File: config.mk
export PLATFORM = sky130hd
export DESIGN_NAME = nvdla_sdp_unpack_arb
export DESIGN_NICKNAME = d
export VERILOG_FILES = /design/src/rtl/nvdla_sdp_unpack_arb.sv
export SDC_FILE = /design/constraint.sdc
export NUM_CORES = 1
export LEC_CHECK = 0
export CORE_AREA = 5 5 150 152
export CTS_BUF_LIST = sky130_fd_sc_hd__clkbuf_4
export CTS_CLUSTER_DIAMETER = 80
export DETAILED_ROUTE_END_ITERATION = 7
export DIE_AREA = 0 0 155 157
export PLACE_DENSITY = 0.48
export SETUP_SLACK_MARGIN = 0.5
export SLEW_MARGIN = 10
export SYNTH_ARGS = -nofsm -noshare
export SYNTH_HDL_FRONTEND = slang
export SYNTH_SLANG_ARGS = --single-unit
export TNS_END_PERCENT = 1
File: constraint.sdc
create_clock -name nvdla_core_clk -period 3.4 [get_ports nvdla_core_clk]
set_clock_uncertainty 0.2 [all_clocks]
set_input_delay 0.68 -clock nvdla_core_clk [delete_from_list [all_inputs] [get_ports nvdla_core_clk]]
set_output_delay 0.68 -clock nvdla_core_clk [all_outputs]
set_load 0.03 [all_outputs]
File: src/rtl/nvdla_sdp_unpack_arb.sv
// Group-atomic round-robin arbiter that feeds one SDP width-packer from two narrow streams.
// Data, valid and ready are combinational. Each grant lasts exactly RATIO accepted beats.
module nvdla_sdp_unpack_arb #(
    parameter int IW    = 128,
    parameter int RATIO = 4
) (
    input  logic          nvdla_core_clk,
    input  logic          nvdla_core_rstn,
    input  logic [1:0]    reg2dp_src_en,
    input  logic          req0_pvld,
    output logic          req0_prdy,
    input  logic [IW-1:0] req0_data,
    input  logic          req1_pvld,
    output logic          req1_prdy,
    input  logic [IW-1:0] req1_data,
    output logic          out_pvld,
    input  logic          out_prdy,
    output logic [IW-1:0] out_data,
    output logic          out_src,
    output logic          out_sop,
    output logic          out_eop
);

    typedef enum logic [1:0] {IDLE, LOCK0, LOCK1} state_t;

    localparam logic [3:0] LAST_BEAT = 4'(RATIO - 1);

    state_t     state, state_nxt;
    logic [3:0] beat_cnt, beat_cnt_nxt;
    logic       ptr, ptr_nxt;

    logic elig0, elig1, any_elig, winner;
    logic grant, gvld, has_grant, accept;

    assign elig0 = req0_pvld & reg2dp_src_en[0];
    assign elig1 = req1_pvld & reg2dp_src_en[1];

    always_ff @(posedge nvdla_core_clk or negedge nvdla_core_rstn) begin
        if (!nvdla_core_rstn) begin
            state    <= IDLE;
            beat_cnt <= 4'd0;
            ptr      <= 1'b0;
        end else begin
            state    <= state_nxt;
            beat_cnt <= beat_cnt_nxt;
            ptr      <= ptr_nxt;
        end
    end

    always_comb begin
        state_nxt    = state;
        beat_cnt_nxt = beat_cnt;
        ptr_nxt      = ptr;
        any_elig     = elig0 | elig1;
        winner       = (elig0 & elig1) ? ptr : elig1;
        grant        = 1'b0;
        gvld         = 1'b0;
        has_grant    = 1'b0;

        case (state)
            IDLE: begin
                grant     = winner;
                gvld      = any_elig;
                has_grant = any_elig;
            end
            LOCK0: begin
                grant     = 1'b0;
                gvld      = req0_pvld;
                has_grant = 1'b1;
            end
            LOCK1: begin
                grant     = 1'b1;
                gvld      = req1_pvld;
                has_grant = 1'b1;
            end
            default: ;
        endcase

        // Outputs stay quiet while reset is held so the packer never sees a beat.
        if (!nvdla_core_rstn) begin
            grant     = 1'b0;
            gvld      = 1'b0;
            has_grant = 1'b0;
        end

        accept    = gvld & out_prdy;
        out_pvld  = gvld;
        out_src   = grant;
        out_data  = grant ? req1_data : req0_data;
        req0_prdy = has_grant & ~grant & out_prdy;
        req1_prdy = has_grant &  grant & out_prdy;
        out_sop   = gvld & ((state == IDLE) | (beat_cnt == 4'd0));
        out_eop   = gvld & ((RATIO == 1) | ((state != IDLE) & (beat_cnt == LAST_BEAT)));

        case (state)
            IDLE: begin
                if (any_elig) begin
                    if (accept && (RATIO == 1)) begin
                        ptr_nxt = ~winner;
                    end else begin
                        // Lock even without an accept so a stalled beat keeps its source.
                        state_nxt    = winner ? LOCK1 : LOCK0;
                        beat_cnt_nxt = accept ? 4'd1 : 4'd0;
                    end
                end
            end
            LOCK0, LOCK1: begin
                if (accept) begin
                    if (beat_cnt == LAST_BEAT) begin
                        state_nxt    = IDLE;
                        beat_cnt_nxt = 4'd0;
                        ptr_nxt      = (state == LOCK0);
                    end else begin
                        beat_cnt_nxt = beat_cnt + 4'd1;
                    end
                end
            end
            default: state_nxt = IDLE;
        endcase
    end

endmodule

### After elaboration in Yosys (flattened, before gate mapping)

Index checks and enable logic that the tools add are counted.

* input bits: 263
* register bits after elaboration: 7
* word-level logic and storage cells: 50
* output and inout port bits: 134

* multiplexer cells: 18
* $add $sub $neg: 1
* equal/unequal tests: 6
* reduce and logical (&&, ||, !) cells: 8
* bitwise gates (word level): 14

Operators by type and width (number)
* $mux 128: 1
* $mux 4: 3
* $and 1x1->1: 11
* $reduce_and 3->1: 3
* $mux 2: 4
* $pmux 4 s2: 1
* $mux 1: 5
* $add 4x1->4 const B: 1
* $eq 4x2->1 const B: 1
* $logic_not 4->1: 1
* $ne 2x1->1 const B: 2
* $pmux 1 s2: 2
* $pmux 2 s2: 1
* $reduce_bool 2->1: 2
* $pmux 1 s3: 1
* $eq 2x1->1 const B: 1
* $eq 2x2->1 const B: 1
* $logic_not 2->1: 1
* $ne 2x2->1 const B: 1
* $or 1x1->1: 2
* $reduce_or 2->1: 1
* $not 1->1: 1

### Depth between registers and ports, before layout

* depth in word-level cells: 8
* mapped depth: 10
* mapped depth without buffers: 7

### Least setup slack after synthesis

OpenSTA, ideal clock, no wires.

* path type: flip-flop to output port
* start point: register state[0]
* end point: output port req0_prdy
* arrival: 2.019 ns
* path buffers: 3
* path slack: 0.501 ns
* stages on the path, launching flop included: 11
* required time: 2.520 ns
* path through: dfrtp_1 > inv_1 > ha_1 > buf_4 > nand3_1 > a31oi_1 > o21ai_2 > buf_6 > buf_6 > inv_1 > nor2_1

* cells in the longest elaborated chain, start to end: 6
* elaborated cells between the ends (all ways): 11
* classes of those cells: 2 x eq/ne; 4 x mux; 3 x bitwise; 2 x reduce/logical

Ends and longest elaborated chain
* start, declared: line 28 `state_t state, state_nxt;`
* start signal, assigned: line 44 `state <= state_nxt;`
* $eq 2x2->1 or $logic_not 2->1 (tied branches): line 60 `case (state)`
* $pmux 1 s2 (*): line 60
* $mux 1 (*): line 80 `if (!nvdla_core_rstn) begin`
* named net out_src: line 19 `output logic out_src,`
* $not 1->1 (*): line 90 `req0_prdy = has_grant & ~grant & out_prdy;`
* $and 1x1->1 (*) (2 in a row): line 90
* end, declared: line 11 `output logic req0_prdy,`

Mark *: on every way through the listed nets, which the timed path passes. The rest lies on a longest branch.

### Final worst setup path

* start point: input port reg2dp_src_en[1]
* end point: output port out_data[63]

* cells in the longest elaborated chain, start to end: 6

Ends and longest elaborated chain
* start, declared: line 9 `input logic [1:0] reg2dp_src_en,`
* $and 1x1->1 (*): line 36 `assign elig1 = req1_pvld & reg2dp_src_en[1];`
* $and 1x1->1: line 55 `winner = (elig0 & elig1) ? ptr : elig1;`
* $mux 1 (*): line 55
* $pmux 1 s2 (*): line 60
* $mux 1 (*): line 80
* $mux 128 (*): line 89 `out_data = grant ? req1_data : req0_data;`
* end, declared: line 18 `output logic [IW-1:0] out_data,`

Mark *: on every way between the ends. The rest lies on a longest branch, timed or not.

==> flow_summary.yaml <==
status:
  status: "finished, final reports clean"
floorplanning:
  num_io_pins: 397
  rows: 53
  die_h_um: 157
  die-area_sq_um: 24340
  core-area_sq_um: 20890
  start_util_pct: 12.17
  fp.dieW_um: 155
power:
  total_power_mw: 3.091
  max-vdd-ir-drop_uv: 175.6
  power.leakage_nw: 3.273
  p_per_area_nw_per_um2: 443.7
route:
  drt-initial-drc-count: 81
  drtAntennaViolNets: 0
  wirelength_um: 16680
  wl_per_cell_um: 18.27
  drt_pass1_iterations: 4
  num_vias: 3454
  viasPerCell: 3.783
  drc: 0
clock_tree:
  cts_tree: "built"
  clkLatencyLatePin_ns: 0.27
  cts_root_buf: "clkbuf_4"
  cts_made_buffers: 3
  cts-hold-fix-buffers: 0
  cts.htree.levels: 1
  cts.sinks: 7
  clk_pin_slew_ns: 0.06
  clk_path_buf_depth: 2
synth:
  seq_area_frac_synth_pct: 6.890
  synth_nets: 480
  syn_inst: 211
  ys_types: 32
  syn_avg_cell_area_sq_um: 12.05
  syn-cell-area_sq_um: 2542
  ys.warnings.count: 0
  synth-seq-cells: 7
global_route:
  grt_pass1_vias: 3713
  grt_pass1_wl_um: 23130
  grt_use_met1_pct: 13.72
  use_met3_pct: 2.887
  gr-total-overflow: 0
  globalRouteMet2Util_pct: 23.36
  grt_max_degree: 18
  grt_busiest_layer: "met2"
  gr-usage-all-layers_pct: 12.08
  antenna_found_initial: 2
cells_and_area:
  drive_gt1_share_pct: 50.31
  final_cell_mix: "clkdlybuf4s50_1, mux2_4, buf_4, buf_2, mux2_2"
  final_common_cell: "clkdlybuf4s50_1"
  areaGrowthSynthToFinish_pct: 174.0
  fin_nets: 906
  final_core_util_pct: 33.35
  final_cells: 913
min_path:
  hold_class: "reg2reg"
setup_path:
  crit_chain: "clkdlybuf4s15_2, nand3_4, a31oi_4, o21ai_4, buf_6, buf_12, buf_16, buf_8, mux2_4, buf_4"
  cpMaxStageDelayCell: "mux2_4"
  path_max_fanout: 7
  critPathBufInv: 6
  criticalPathCategory: "in2out"
  max_stage_delay_ns: 0.29
  crit_required_ns: 2.52
  end_kind: "output port"
  r2r_setup_slack_ns: 1.13
  crit_family: "buffers and inverters"
  cp.arrival_ns: 2.25
  start_kind: "input pin"
timing:
  whs_ns: 0.3383
  rsz0062_at_grt: "true"
  finalHoldViolations: 0
  max_slew_margin_pct: 62.64
  max_freq_mhz: 319.1
  setup-tns-final_ns: 0
  fin_crit_sh_pct: 92.17
  setup_viol: 0
  fin_crit_ns: 3.134
  maxSlewViolCount: 0
  tightest_slew_ns: 0.5603
place:
  gp_congestion: 0.8044
  numPortBuffers: 396
  placed_cells: 899
  dpl.hpwl_um: 15150
run:
  cap_violations: 0
-- worst reg2reg max path: stages (launching register included) --
cell	delay, ns
dfrtp_1	0.36
inv_2	0.06
ha_4	0.17
buf_4	0.13
buf_4	0.15
a221oi_1	0.47
o21ai_0	0.14
nand2_1	0.13
mux2_2	0.34
-- through the flow --
step | setup WS (ns) | cell area, sq um
after floorplan | 0.5014 | 2542
after global routing | 0.1836 | 6965
final | 0.2661 | 6965
after CTS | 0.2363 | 6968
after global placement | -0.3991 | 6915
after detailed placement | -0.4258 | 6915
-- power breakdown --
| part | switching [mW] | total [mW] | internal (mW) | leakage, nW |
|---|---|---|---|---|
| Sequential | 0.0162 | 0.122 | 0.106 | 0.0947 |
| Clock | 0.0418 | 0.0852 | 0.0435 | 0.0177 |
| Combinational | 1.38 | 2.88 | 1.51 | 3.16 |
| Total | 1.43 | 3.09 | 1.66 | 3.27 |
-- repair_timing --
action / 4_1_cts / 5_1_grt
gates cloned: 3 / 0
setup buffers: 4 / 1
pin swaps: 3 / 3
gates resized for setup: 433 / 20
endpoints found under the setup margin: 134 / 134
-- Yosys cell counts --
cell      number  share of area (%)
mux2i_1        1               0.39
a221oi_1       1               0.34
nor3_1         2               0.39
mux2_4        98                 58
nand4_1        1               0.25
inv_1          9                1.3
o21ai_0        1               0.20
a31oi_1        3               0.74
nand2_1        6               0.89
nor4b_1        1               0.34
o221ai_1       2               0.69
nor3b_1        1               0.30
clkbuf_1       1               0.15
a22o_1         2               0.69
buf_6         11                4.9
nor2_1         4               0.59
nand3b_1       1               0.30
mux2_1         1               0.44
or2_2          1               0.25
ha_1           6                3.0
o31ai_1        3               0.89
a222oi_1       1               0.39
buf_4          1               0.30
or3b_4         1               0.44
a21oi_1        2               0.39
nand3_1        5               0.98
a22oi_1        1               0.30
dfrtp_1        7                6.9
mux2_2        32                 14
buf_2          3               0.59
o21ai_2        1               0.34
or3b_1         1               0.34
-- layer usage --
layer | part of all wire [%] | vias to the layer above | routed length (um)
met1 | 37 | 1587 | 6125
met5 | 0 | - | 0
met2 | 55 | 206 | 9133
met3 | 8.0 | 4 | 1338
li1 | - | 1657 | -
met4 | 0.49 | 0 | 82
-- registers in the layout, summed over array words and instances, names as in the netlist --
signal    count
beat_cnt      4
state         2
ptr           1
-- area by class of cell --
type / instances / area, sq um
clock buffers: 3 / 22.52
flip-flops and latches: 7 / 175.2
repair buffers: 437 / 4146
well taps: 275 / 344.1
diodes: 2 / 5.005
fillers: 2123 / 13920
inverters: 9 / 33.78
clock inverters: 1 / 5.005
multi-input cells: 179 / 2233
-- logic make-up (layout without fill, tap and decap cells) --
logic type	count (synthesis)	after routing	share of synthesized area, %
buf+inv	25	450	7.234
simple gates	24	24	5.069
mux	132	132	72.88
fa+ha+maj	6	6	2.953
compound gates	17	17	4.971
other cells	0	2	0
flops	7	7	6.890
-- worst paths after layout --
kind | end | from | cells after the start
max | out_data[63] | reg2dp_src_en[1] | 10
min | ptr$_DFFE_PN0P_ | ptr$_DFFE_PN0P_ | 1
max reg2reg | beat_cnt[0]$_DFFE_PN0P_ | state[0]$_DFFE_PN0P_ | 8
min reg2reg | ptr$_DFFE_PN0P_ | ptr$_DFFE_PN0P_ | 1
max in group asynchronous | ptr$_DFFE_PN0P_ | nvdla_core_rstn | 2
min in group asynchronous | beat_cnt[0]$_DFFE_PN0P_ | nvdla_core_rstn | 2
Power figures use the tool's default switching activity.
==> RTL edit 1: new RTL, config.mk and constraints unchanged <==
Change the parameter `IW` from 128 to 64.
--- a/src/rtl/nvdla_sdp_unpack_arb.sv
+++ b/src/rtl/nvdla_sdp_unpack_arb.sv
@@ -3,3 +3,3 @@
 module nvdla_sdp_unpack_arb #(
-    parameter int IW    = 128,
+    parameter int IW    = 64,
     parameter int RATIO = 4
Interface: changed (resized out_data, req0_data and req1_data); port bits go from 397 to 205. No check against the original RTL was run, so the function may have changed too.
==> RTL edit 1 against the original RTL <==
- worst setup slack improved by 0.15 ns
- via count shrank 39%
- design area decreased by 39%
- sequential cell count is the same
- synthesized area shrank 40%
- total power decreased by 34%
- wire length shrank 45%
- combinational power down 36%
- hold slack worse by 0.0014 ns
- critical endpoint is now out_data[14]
- largest cell class unchanged
==> RTL edit 1: results (changes against the original RTL) <==
stage,metric,value,unit,change
global_route,antenna_found_initial,0,,was 2
setup_path,rr_worst_depth,7,,was 8
yosys,synth_adder_area_share,0.04938,,was 0.02953
cells_and_area,clkbuf_count,4,,was 3
yosys,syn_nets,281,,was 480
global_route,grt_pass1_wl,12850,um,was 23130 um
cells_and_area,signal_buffers,234,,was 437
cells_and_area,multi_input_cells,115,,was 179
cells_and_area,final_nets,511,,was 906
timing,timing.hold.ws,0.3369,ns,was 0.3383 ns
hold_path,min_path_type,reg -> reg,,unchanged
setup_path,r2r_slack,1.19,ns,was 1.13 ns
placement,place_area,3948,um^2,was 6915 um^2
route,firstDrtPassIters,4,,unchanged
cells_and_area,buf_share,0.5576,,was 0.5953
hold_path,min_path_cells,1,,unchanged
global_route,grt_usage,0.06764,,was 0.1208
timing,max-slew-margin-rel,0.6240,,was 0.6265
pwr,vdd_drop_max,0.0001559,V,was 0.0001756 V
clock_network,clk_latency,0.26,ns,
yosys,synth-seq-area-share,0.1152,,was 0.06890
cells_and_area,layout-drive-gt1-share,0.5068,,was 0.5031
placement,gp_congestion,0.9510,,was 0.8044
clock_network,cts_setup_buffers,8,,was 4
setup_path,arrival,2.11,ns,was 2.25 ns
global_route,grt_max_degree,12,,was 18
cells_and_area,diodes,0,,was 2
yosys,synthTopCellsByArea,"mux2_4, mux2_2, dfrtp_1",,unchanged
clock_network,cts.repair.resized,343,,was 433
yosys,synth_compound_area_frac,0.08066,,was 0.04970
pwr,p_leak,0.001899,uW,was 0.003273 uW
route,first_iter_violations,49,,was 81
placement,dpl.hpwl,7539,um,was 15150 um
setup_path,cp_max_fo,10,,was 7
cells_and_area,clkCellAreaFrac,0.007013,,was 0.003952
route,vias,2110,,was 3454
yosys,synthTopCellsByCount,"mux2_4, mux2_2, inv_1",,"was mux2_4, mux2_2, buf_6"
yosys,ys_types,32,,unchanged
yosys,synth_mux_area_frac,0.5967,,was 0.7288
global_route,grt_pass1_vias,2268,,was 3713
setup_path,critPathSlowestCell,dfrtp_1,,was mux2_4
cells_and_area,seq-cell-share,0.04091,,was 0.02515
cells_and_area,multi_input_area_share,0.3063,,was 0.3206
cells_and_area,fillers,2252,,was 2123
run_status,status,"complete, no violations",,unchanged
setup_path,endpoint,out_data[14],,was out_data[63]
setup_path,critPathMaxStageDelay,0.36,ns,was 0.29 ns
placement,port_buffers,204,,was 396
route,drt_wl_total,9223,um,was 16680 um
yosys,synth_ff_type,dfrtp_1,,unchanged
setup_path,crit_start,state[0],,was reg2dp_src_en[1]
-- RTL edit 1: cell types whose count changed in the layout (fill, tap and decap cells not counted), sizes merged, moves of 2 or more --
| cell | delta |
|---|---|
| clkbuf | +3 |
| clkdlybuf4s15 | -15 |
| diode | -2 |
| mux2 | -64 |
| clkdlybuf4s50 | -128 |
| buf | -60 |
-- RTL edit 1: metrics by stage --
| stage | utilization | setup TNS [ns] | std cells | worst slack (ns) |
|---|---|---|---|---|
| 6_report | 0.2050 | 0 | 644 | 0.4137 |
| 4_1_cts | 0.2010 | 0 | 640 | 0.3721 |
| 3_5_place_dp | 0.1890 | -14.25 | 623 | -0.3093 |
| 3_3_place_gp | 0.1890 | -15.16 | 623 | -0.3226 |
| 5_1_grt | 0.2050 | 0 | 644 | 0.3453 |
| 2_1_floorplan | - | 0 | 140 | 0.5024 |
-- RTL edit 1: per-layer routing --
| metal | global-route usage | routed length [um] | vias up |
|---|---|---|---|
| met1 | 0.06081 | 3045 | 972 |
| met5 | 0 | 0 | - |
| met4 | 0.02271 | 261 | 0 |
| met2 | 0.1390 | 5025 | 136 |
| met3 | 0.02310 | 890 | 14 |
| li1 | - | - | 988 |
-- RTL edit 1: kinds of logic (layout without fill, tap and decap cells) --
kind of cell / after synthesis / in the layout
mux: 68 / 68
simple gates: 24 / 24
buf+inv: 18 / 247
compound gates: 17 / 17
flops: 7 / 7
fa+ha+maj: 6 / 6
-- RTL edit 1: report_power, final --
| part | switching [uW] | internal, uW | leakage, uW |
|---|---|---|---|
| sequential | 17.1 | 106 | 0.0000947 |
| clock | 35.8 | 53.1 | 0.0000184 |
| combinational | 857 | 968 | 0.00179 |
| total | 910 | 1130 | 0.00190 |
==> RTL edit 2: new RTL, same flow settings <==
Without the edit above. The 3 states of `state_t` get a one-hot encoding in 3 bits.
--- a/src/rtl/nvdla_sdp_unpack_arb.sv
+++ b/src/rtl/nvdla_sdp_unpack_arb.sv
@@ -23,3 +23,3 @@
 
-    typedef enum logic [1:0] {IDLE, LOCK0, LOCK1} state_t;
+    typedef enum logic [2:0] {IDLE = 3'b001, LOCK0 = 3'b010, LOCK1 = 3'b100} state_t;
 
Behaviour: no difference found for any inputs over 4 cycles, from zero or initial values and one cycle with nvdla_core_rstn low; so few cycles prove little.
==> RTL edit 2 against the original RTL <==
- clock power increased by 9.6%
- critical path depth decreased by 2
- wire length increased by 22%
- synthesized area decreased by 14%
- design area increased by 4.8%
- worst setup slack got worse by 0.0074 ns
- sequential cell count increased by 1
- total power decreased by 31%
- sequential share of layout area increased by 0.24 points
==> RTL edit 2: results (changes against the original RTL) <==
stage,metric,value,unit,change
placement,dpl.cell_count,890,,was 899
cells_and_area,reg.largest.list,"beat_cnt x4, state x3, ptr x1",,"was beat_cnt x4, state x2, ptr x1"
clock_network,clk_pin_slew,0.07,ns,
route,wl_met2,11470,um,was 9133 um
pwr,powerSeq,131,uW,was 122 uW
hold_path,holdPathEnd,beat_cnt[2],,was ptr
setup_path,rr_worst_depth,5,,was 8
cells_and_area,layout-drive-gt1-share,0.4323,,was 0.5031
timing,timing.hold.ws,0.3078,ns,was 0.3383 ns
clock_network,cts.path.max_buffers,2,,unchanged
run_status,status,"complete, no violations",,unchanged
setup_path,critPathSlowestCell,dfstp_2,,was mux2_4
pwr,p_leak,0.003335,uW,was 0.003273 uW
placement,place_area,6411,um^2,was 6915 um^2
yosys,synthTopCellsByArea,"mux2_1, mux2_2, dfrtp_1",,"was mux2_4, mux2_2, dfrtp_1"
route,highest_layer,met4,,unchanged
global_route,grt_util_met2,0.2891,,was 0.2336
yosys,synthTopCellsByCount,"mux2_1, mux2_2, buf_4",,"was mux2_4, mux2_2, buf_6"
yosys,synth-seq-area-share,0.09226,,was 0.06890
placement,port_buffers,396,,unchanged
cells_and_area,final_nets,916,,was 906
route,drt_wl_total,20410,um,was 16680 um
global_route,grtUsageMet3,0.03217,,was 0.02887
global_route,grt_pass1_wl,26210,um,was 23130 um
placement,dpl.hpwl,17490,um,was 15150 um
route,dr_wl_met3,1340,um,was 1338 um
timing,max-slew-margin-rel,0.7672,,was 0.6265
route,vias,3613,,was 3454
yosys,synthCells,215,,was 211
pwr,switchingPower,935.0,uW,was 1434 uW
setup_path,reg2reg_to,beat_cnt[1],,was beat_cnt[0]
placement,post-place-ws,-0.3757,ns,was -0.4258 ns
route,firstDrtPassIters,4,,unchanged
global_route,grt_max_degree,38,,was 18
route,post_drt_wl_per_cell,21.89,um,was 18.27 um
setup_path,regToRegStartpoint,state[1],,was state[0]
setup_path,r2r_slack,1.23,ns,was 1.13 ns
clock_network,cts.repair.resized,506,,was 433
global_route,met1_usage,0.1489,,was 0.1372
clock_network,cts_root_buf,clkbuf_4,,unchanged
route,routedLengthMet1,7199,um,was 6125 um
placement,gp_congestion,0.9524,,was 0.8044
pwr,pg_comb,1910,uW,was 2880 uW
global_route,grt_usage,0.1449,,was 0.1208
hold_path,hp-start,beat_cnt[2],,was ptr
hold_path,min_path_type,reg -> reg,,unchanged
global_route,antenna_found_initial,7,,was 2
yosys,ys_types,39,,was 32
route,antenna_left,0,,unchanged
clock_network,numCtsBuffers,3,,unchanged
global_route,grt_pass1_vias,3850,,was 3713
setup_path,cp_max_fo,13,,was 7
route,first_iter_violations,193,,was 81
pwr,vdd_drop_max,0.0001785,V,was 0.0001756 V
clock_network,cts_setup_buffers,0,,was 4
setup_path,critPathMaxStageDelay,0.55,ns,was 0.29 ns
[RTL edit 2: layout make-up]
cell class / count / area, um^2
fillers: 2113 / 13590
repair buffers: 448 / 4576
multi-input cells: 184 / 2110
well taps: 275 / 344.1
flip-flops and latches: 8 / 201.4
clock buffers: 4 / 30.03
inverters: 6 / 22.52
diodes: 7 / 17.52
[RTL edit 2: worst max path at each step]
stage / startpoint / endpoint / slack, ns / depth (start not counted)
floorplan: reg2dp_src_en[1] / out_data[100] / 0.54 / 6
global placement: reg2dp_src_en[1] / out_data[43] / -0.39 / 7
detailed placement: reg2dp_src_en[1] / out_data[30] / -0.38 / 7
CTS: reg2dp_src_en[1] / out_data[63] / 0.14 / 8
global route: state[0] / out_data[61] / 0.19 / 8
finish: state[0] / out_data[24] / 0.26 / 8
[RTL edit 2: through the flow]
step	power (uW)	utilization	setup TNS [ns]
global route	2242	0.3495	0
floorplan	944.1	-	0
detailed placement	1733	0.3069	-30.95
global placement	1734	0.3069	-31.34
finish	2135	0.3495	0
CTS	2032	0.3334	0
[RTL edit 2: critical path, delay by kind of cell, from the launching register on]
| family | cells | cell delay (ns) |
|---|---|---|
| simple gates | 2 | 0.32 |
| compound gates | 1 | 0.18 |
| buf+inv | 4 | 0.63 |
| flops | 1 | 0.55 |
| mux | 1 | 0.32 |
[RTL edit 2: logic make-up (layout without fill, tap and decap cells)]
logic type | Yosys count | count (layout) | synth area share
mux | 130 | 130 | 0.6722
simple gates | 31 | 31 | 0.08481
xor+xnor | 1 | 1 | 0.004012
buf+inv | 23 | 458 | 0.06934
other cells | 0 | 7 | 0
fa+ha+maj | 2 | 2 | 0.01146
compound gates | 20 | 20 | 0.06591
flops | 8 | 8 | 0.09227
